**config.mk**
```make
export PLATFORM = sky130hd
export DESIGN_NAME = imm_ext_stage
export DESIGN_NICKNAME = d
export VERILOG_FILES = /design/src/rtl/imm_pkg.sv /design/src/rtl/imm_ext_core.sv /design/src/rtl/imm_ext_stage.sv
export SDC_FILE = /design/constraint.sdc
export NUM_CORES = 1
export LEC_CHECK = 0
export ABC_CLOCK_PERIOD_IN_PS = 2950
export CAP_MARGIN = 20
export CELL_PAD_IN_SITES_DETAIL_PLACEMENT = 0
export CELL_PAD_IN_SITES_GLOBAL_PLACEMENT = 1
export CORE_MARGIN = 4
export CORE_UTILIZATION = 30
export CTS_CLUSTER_SIZE = 24
export DETAILED_ROUTE_END_ITERATION = 16
export GPL_TIMING_DRIVEN = 0
export HOLD_SLACK_MARGIN = 0.06
export PLACE_DENSITY_LB_ADDON = 0.1
export SLEW_MARGIN = 20
export SYNTH_ARGS = -nofsm -noshare
export SYNTH_HDL_FRONTEND = slang
export SYNTH_SLANG_ARGS = --single-unit
```
**constraint.sdc**
```tcl
create_clock -name clk -period 2.95 [get_ports clk]
set_input_delay 0.885 -clock clk [delete_from_list [all_inputs] [get_ports clk]]
set_output_delay 0.885 -clock clk [all_outputs]
set_load 0.05 [all_outputs]
```
**src/rtl/imm_pkg.sv**
```systemverilog
// imm_pkg
//   Shared definitions for the immediate-generation blocks.
//   - imm_type_e : immediate type codes carried on imm_src
//   - IMM_SRC_W  : width of the imm_src select
//   - imm_src_illegal() : true for the two unused codes (6, 7)
package imm_pkg;

  localparam int IMM_SRC_W = 3;

  typedef enum logic [IMM_SRC_W-1:0] {
    IMM_I = 3'd0,
    IMM_S = 3'd1,
    IMM_B = 3'd2,
    IMM_J = 3'd3,
    IMM_U = 3'd4,
    IMM_Z = 3'd5
  } imm_type_e;

  function automatic logic imm_src_illegal(input logic [IMM_SRC_W-1:0] src);
    return (src > 3'd5);
  endfunction

endpackage

```
**src/rtl/imm_ext_core.sv**
```systemverilog
// imm_ext_core
//   Purely combinational immediate extraction / extension. Shared with the
//   single-cycle datapath, so it carries no state.
// Ports:
//   imm_src  in  3     immediate type (imm_type_e), 6/7 illegal
//   in_data  in  25    instruction bits [31:7]; in_data[k] = instr[k+7]
//   imm      out XLEN  extended immediate (0 for illegal types)
//   err      out 1     imm_src was illegal
module imm_ext_core
  import imm_pkg::*;
#(
  parameter int XLEN = 32
) (
  input  logic [IMM_SRC_W-1:0] imm_src,
  input  logic [24:0]          in_data,
  output logic [XLEN-1:0]      imm,
  output logic                 err
);

  // 32-bit form of the immediate. For every signed type bit 31 equals
  // in_data[24], so widening to XLEN only needs to replicate bit 31; Z and
  // illegal types have bit 31 clear, which gives zero extension for free.
  logic [31:0] imm32;

  always_comb begin
    imm32 = '0;
    case (imm_src)
      IMM_I: imm32 = {{20{in_data[24]}}, in_data[24:13]};
      IMM_S: imm32 = {{20{in_data[24]}}, in_data[24:18], in_data[4:0]};
      IMM_B: imm32 = {{19{in_data[24]}}, in_data[24], in_data[0],
                      in_data[23:18], in_data[4:1], 1'b0};
      IMM_J: imm32 = {{11{in_data[24]}}, in_data[24], in_data[12:5],
                      in_data[13], in_data[23:14], 1'b0};
      IMM_U: imm32 = {in_data[24:5], 12'b0};
      IMM_Z: imm32 = {27'b0, in_data[12:8]};
      default: imm32 = '0;
    endcase
  end

  always_comb begin
    imm       = {XLEN{imm32[31]}};
    imm[31:0] = imm32;
  end

  assign err = imm_src_illegal(imm_src);

endmodule

```
**src/rtl/imm_ext_stage.sv**
```systemverilog
// imm_ext_stage
//   Registered immediate-generation stage between decode and execute, with a
//   2-entry skid buffer so upstream never sees a combinational out_ready path.
// Ports:
//   clk, rst_n (async, active-low), flush (sync, drops all entries)
//   in_valid/in_ready, imm_src[2:0], in_data[24:0], in_tag[TAG_W-1:0]
//   out_valid/out_ready, out_imm[XLEN-1:0], out_tag[TAG_W-1:0], out_err
//
// Handshake: a transfer happens on a rising edge where valid && ready are
// both high. in_ready depends only on the registered entry count; out_valid
// is high whenever the buffer holds an entry and the head outputs hold
// steady until popped. Outputs read 0 while out_valid is low.
module imm_ext_stage
  import imm_pkg::*;
#(
  parameter int XLEN  = 32,
  parameter int TAG_W = 8
) (
  input  logic                 clk,
  input  logic                 rst_n,
  input  logic                 flush,
  input  logic                 in_valid,
  output logic                 in_ready,
  input  logic [IMM_SRC_W-1:0] imm_src,
  input  logic [24:0]          in_data,
  input  logic [TAG_W-1:0]     in_tag,
  output logic                 out_valid,
  input  logic                 out_ready,
  output logic [XLEN-1:0]      out_imm,
  output logic [TAG_W-1:0]     out_tag,
  output logic                 out_err
);

  logic [XLEN-1:0]  new_imm;
  logic             new_err;

  logic [1:0]       cnt;
  logic [XLEN-1:0]  imm0, imm1;
  logic [TAG_W-1:0] tag0, tag1;
  logic             err0, err1;

  logic             push, pop;

  imm_ext_core #(.XLEN(XLEN)) u_core (
    .imm_src (imm_src),
    .in_data (in_data),
    .imm     (new_imm),
    .err     (new_err)
  );

  assign in_ready  = (cnt != 2'd2);
  assign out_valid = (cnt != 2'd0);
  assign push      = in_valid && in_ready;
  assign pop       = out_valid && out_ready;

  // Slot 0 is always the head. With one entry, push+pop overwrites the head
  // in place; with two entries only a pop can occur and slot 1 shifts down.
  always_ff @(posedge clk or negedge rst_n) begin
    if (!rst_n) begin
      cnt  <= 2'd0;
      imm0 <= '0;
      imm1 <= '0;
      tag0 <= '0;
      tag1 <= '0;
      err0 <= 1'b0;
      err1 <= 1'b0;
    end else if (flush) begin
      cnt <= 2'd0;
    end else begin
      case (cnt)
        2'd0: begin
          if (push) begin
            imm0 <= new_imm;
            tag0 <= in_tag;
            err0 <= new_err;
            cnt  <= 2'd1;
          end
        end
        2'd1: begin
          if (push) begin
            if (pop) begin
              imm0 <= new_imm;
              tag0 <= in_tag;
              err0 <= new_err;
            end else begin
              imm1 <= new_imm;
              tag1 <= in_tag;
              err1 <= new_err;
              cnt  <= 2'd2;
            end
          end else if (pop) begin
            cnt <= 2'd0;
          end
        end
        2'd2: begin
          if (pop) begin
            imm0 <= imm1;
            tag0 <= tag1;
            err0 <= err1;
            cnt  <= 2'd1;
          end
        end
        default: cnt <= 2'd0;
      endcase
    end
  end

  assign out_imm = out_valid ? imm0 : '0;
  assign out_tag = out_valid ? tag0 : '0;
  assign out_err = out_valid && err0;

endmodule

```
==> out/qor.csv <==
stage,metric,value,unit
detailed_routing,DRT Pass-1 Iters,4,
critical_path,WP data arrival,1.92,ns
detailed_routing,post-route ant nets,0,
timing,setup violators final,0,
timing,clock skew,0.00943,ns
synthesis,count of different cell masters after synthesis,39,
grt,GR Util met1,22.8,%
synthesis,Synth warnings,0,
placed_design,I/O Buffers,80,
floorplanning,I/O pin count,84,
synthesis,Post-synth ARST share,100,%
finish,final non-filler cell total,736,
timing,Setup Total Neg Slack,0,ns
run_status,status,"complete, no violations",
grt,busiest grt layer,met2,
grt,largest net degree at the start of global routing,53,
detailed_routing,Total Wirelength,13300,µm
placed_design,routability cong.,0.781,
floorplanning,die area,16500,µm²
synthesis,number of synthesized register bits,84,
clock_network,CTS Sinks,84,
critical_path,Worst R2R Path Depth,6,
timing,Final WS setup,0.142,ns
timing,Tcrit/Tclk final,95.2,%
finish,share of cells above drive strength 1,12.1,%
clock_network,Max Buffers Root-to-Sink,2,
placed_design,Post-DP HPWL,9610,µm
clock_network,H-tree lvl count,3,
critical_path,worst endpoint required time,2.07,ns
power,PD cells,619,nW/µm²
synthesis,syn_area_per_cell,9.47,µm²
synthesis,register area share after synthesis,48.2,%
detailed_routing,# DRC,0,
hold_path,Tightest Hold Check Type,in2async,
synthesis,number of synthesized flops with an enable pin,0,
power,VDD IR max,0.275,mV
timing,Final Hold Fails,0,
grt,vias in the first global route,3817,
floorplanning,chip width,129,µm
detailed_routing,vias per cell,5.01,
power,Tot Pwr,3520,µW
flow_run,max_cap viols,0,
timing,RSZ-0062 raised after global routing,no,
grt,GR Overflow Total,0,
grt,antenna violations before repair,0,
power,Lkg Pwr,0.00267,µW
timing,crit path time final,2.81,ns
critical_path,maximum fanout along the worst path,10,
clock_network,clk root buf,clkbuf_16,
critical_path,Setup CP Type,reg2out,
floorplanning,starting density of the core,31.1,%
synthesis,Mapped Nets,502,
critical_path,Critical Path Sink Type,output port,
synthesis,Main synth FF type,dfrtp_1,
grt,first-pass GRT wire length,21400,µm
detailed_routing,DR WL/cell,18.1,µm
detailed_routing,drt initial violations,222,
timing,FMAX,0.356,GHz
placed_design,post-placement cell count,722,
grt,gr usage total,16.9,%
synthesis,Cells after Synth,461,
timing,headroom to the max-slew limit,57.0,%
floorplanning,Rows,43,
grt,GR Util met3,4.32,%
clock_network,worst-skew pair later-pin latency,0.34,ns
detailed_routing,vias post-DR,3687,
timing,Slew Limit Fails,0,
timing,Tightest Pin Transition,0.645,ns
critical_path,R2R Path Start,cnt[1],
finish,area grow syn2layout,30.4,%
grt,met2 Usage GRT,27.2,%
critical_path,worst setup path start,cnt[0],
clock_network,cts bufs inserted,9,
floorplanning,Core Area,14000,µm²
synthesis,synthesized cell area,4370,µm²
placed_design,Place WS,-0.385,ns
critical_path,CP startpoint kind,flip-flop,
floorplanning,Die Y,129,µm
finish,Nets,593,
clock_network,CTS tree,yes,
finish,n_diodes,0,
clock_network,clk slew on worst S/H paths,0.06,ns
==> layout make-up <==
type                       count  area (µm²)
buffer                        39         186
clock buffer                  11         243
clock inverter                 4        73.8
fill                        1438        8350
inverter                       4        15.0
multi-input combinational    333        2070
sequential                    84        2100
tap                          180         225
timing repair buffer          81         774
==> worst max-delay path: stages (launching register included) <==
cell and delay [ns]:
dfrtp_1 0.50, nor2_4 0.12, clkbuf_2 0.23, nor2b_1 0.19, dlygate4sd2_1 0.54
==> cell usage in the layout (no fill, tap or decap), types with 9 or more instances in the layout <==
cell             instances
a211oi_1                13
clkdlybuf4s50_1         38
dlygate4sd2_1           40
a31oi_1                 10
buf_2                   20
nor2b_1                 45
mux2_2                  20
a21oi_1                 23
nand2_1                 52
o21ai_0                 37
mux2i_1                 11
nor2_1                  35
clkbuf_1                12
dfrtp_1                 84
clkbuf_16                9
a21o_1                  17
==> flip-flops by register name (all words and copies together) (netlist names) <==
register  count
imm0         32
imm1         32
tag0          8
tag1          8
cnt           2
err0          1
err1          1
==> synth_stat cells, types with 3 or more instances <==
master / count / area share [%]
o21ai_1: 8 / 0.92
inv_1: 3 / 0.26
dfrtp_1: 84 / 48
nor2b_1: 45 / 6.4
nand2_1: 52 / 4.5
a211oi_1: 13 / 2.2
nand3_1: 5 / 0.57
buf_2: 20 / 2.3
o21a_1: 6 / 1.0
mux2_1: 4 / 1.0
o31ai_1: 3 / 0.52
a221oi_1: 4 / 0.80
and4b_1: 3 / 0.69
a21oi_1: 23 / 2.6
mux2_2: 20 / 5.2
clkbuf_1: 16 / 1.4
a31oi_1: 10 / 1.4
nand2b_1: 6 / 0.86
a22o_1: 8 / 1.6
o21ai_0: 37 / 4.2
a21o_1: 17 / 2.9
mux2i_1: 11 / 2.5
o211ai_1: 5 / 0.86
nor2_1: 36 / 3.1
==> logic make-up after synthesis <==
| logic type | Yosys count | synth area share, % |
|---|---|---|
| AOI/OAI and AO/OA | 142 | 20.7 |
| DFF | 84 | 48.2 |
| buffers and inverters | 44 | 4.53 |
| muxes | 35 | 8.71 |
| xor gates and xnor gates | 1 | 0.201 |
| and+or+nand+nor | 155 | 17.7 |
==> final timing paths <==
kind | to | slack (ns)
max | out_imm[10] | 0.14
min | tag1[1] | 0.43
max reg2reg | imm0[23] | 0.88
min reg2reg | imm0[25] | 0.47
max in group asynchronous | imm1[2] | 1.95
min in group clk | imm0[25] | 0.47
==> per-stage QoR <==
step / util, % / hold WS, ns / cell area [µm²]
after floorplan: - / 0.441 / 4370
after global placement: 38.4 / 0.452 / 5390
after detailed placement: 38.6 / 0.458 / 5420
after CTS: 40.6 / 0.431 / 5700
after global routing: 40.5 / 0.439 / 5690
final: 40.5 / 0.428 / 5690
==> metal layers <==
layer | wire [µm] | part of all wire, %
met5 | 0 | 0
met1 | 6390 | 48
met2 | 6320 | 47
met3 | 509 | 3.8
met4 | 90 | 0.68
==> timing repair <==
item	CTS	global route
hold buffers	0	0
setup buffers	0	0
gates cloned	0	0
resized for setup	47	4
pin swaps	0	0
setup endpoints to repair	43	9
==> power by group <==
part | internal [µW] | leakage [µW] | switching, µW
registers | 1380 | 0.00108 | 112
logic | 325 | 0.00144 | 475
clock network | 761 | 0.000156 | 468
total | 2470 | 0.00267 | 1060
Note: power is estimated with default switching activity, not from simulation.
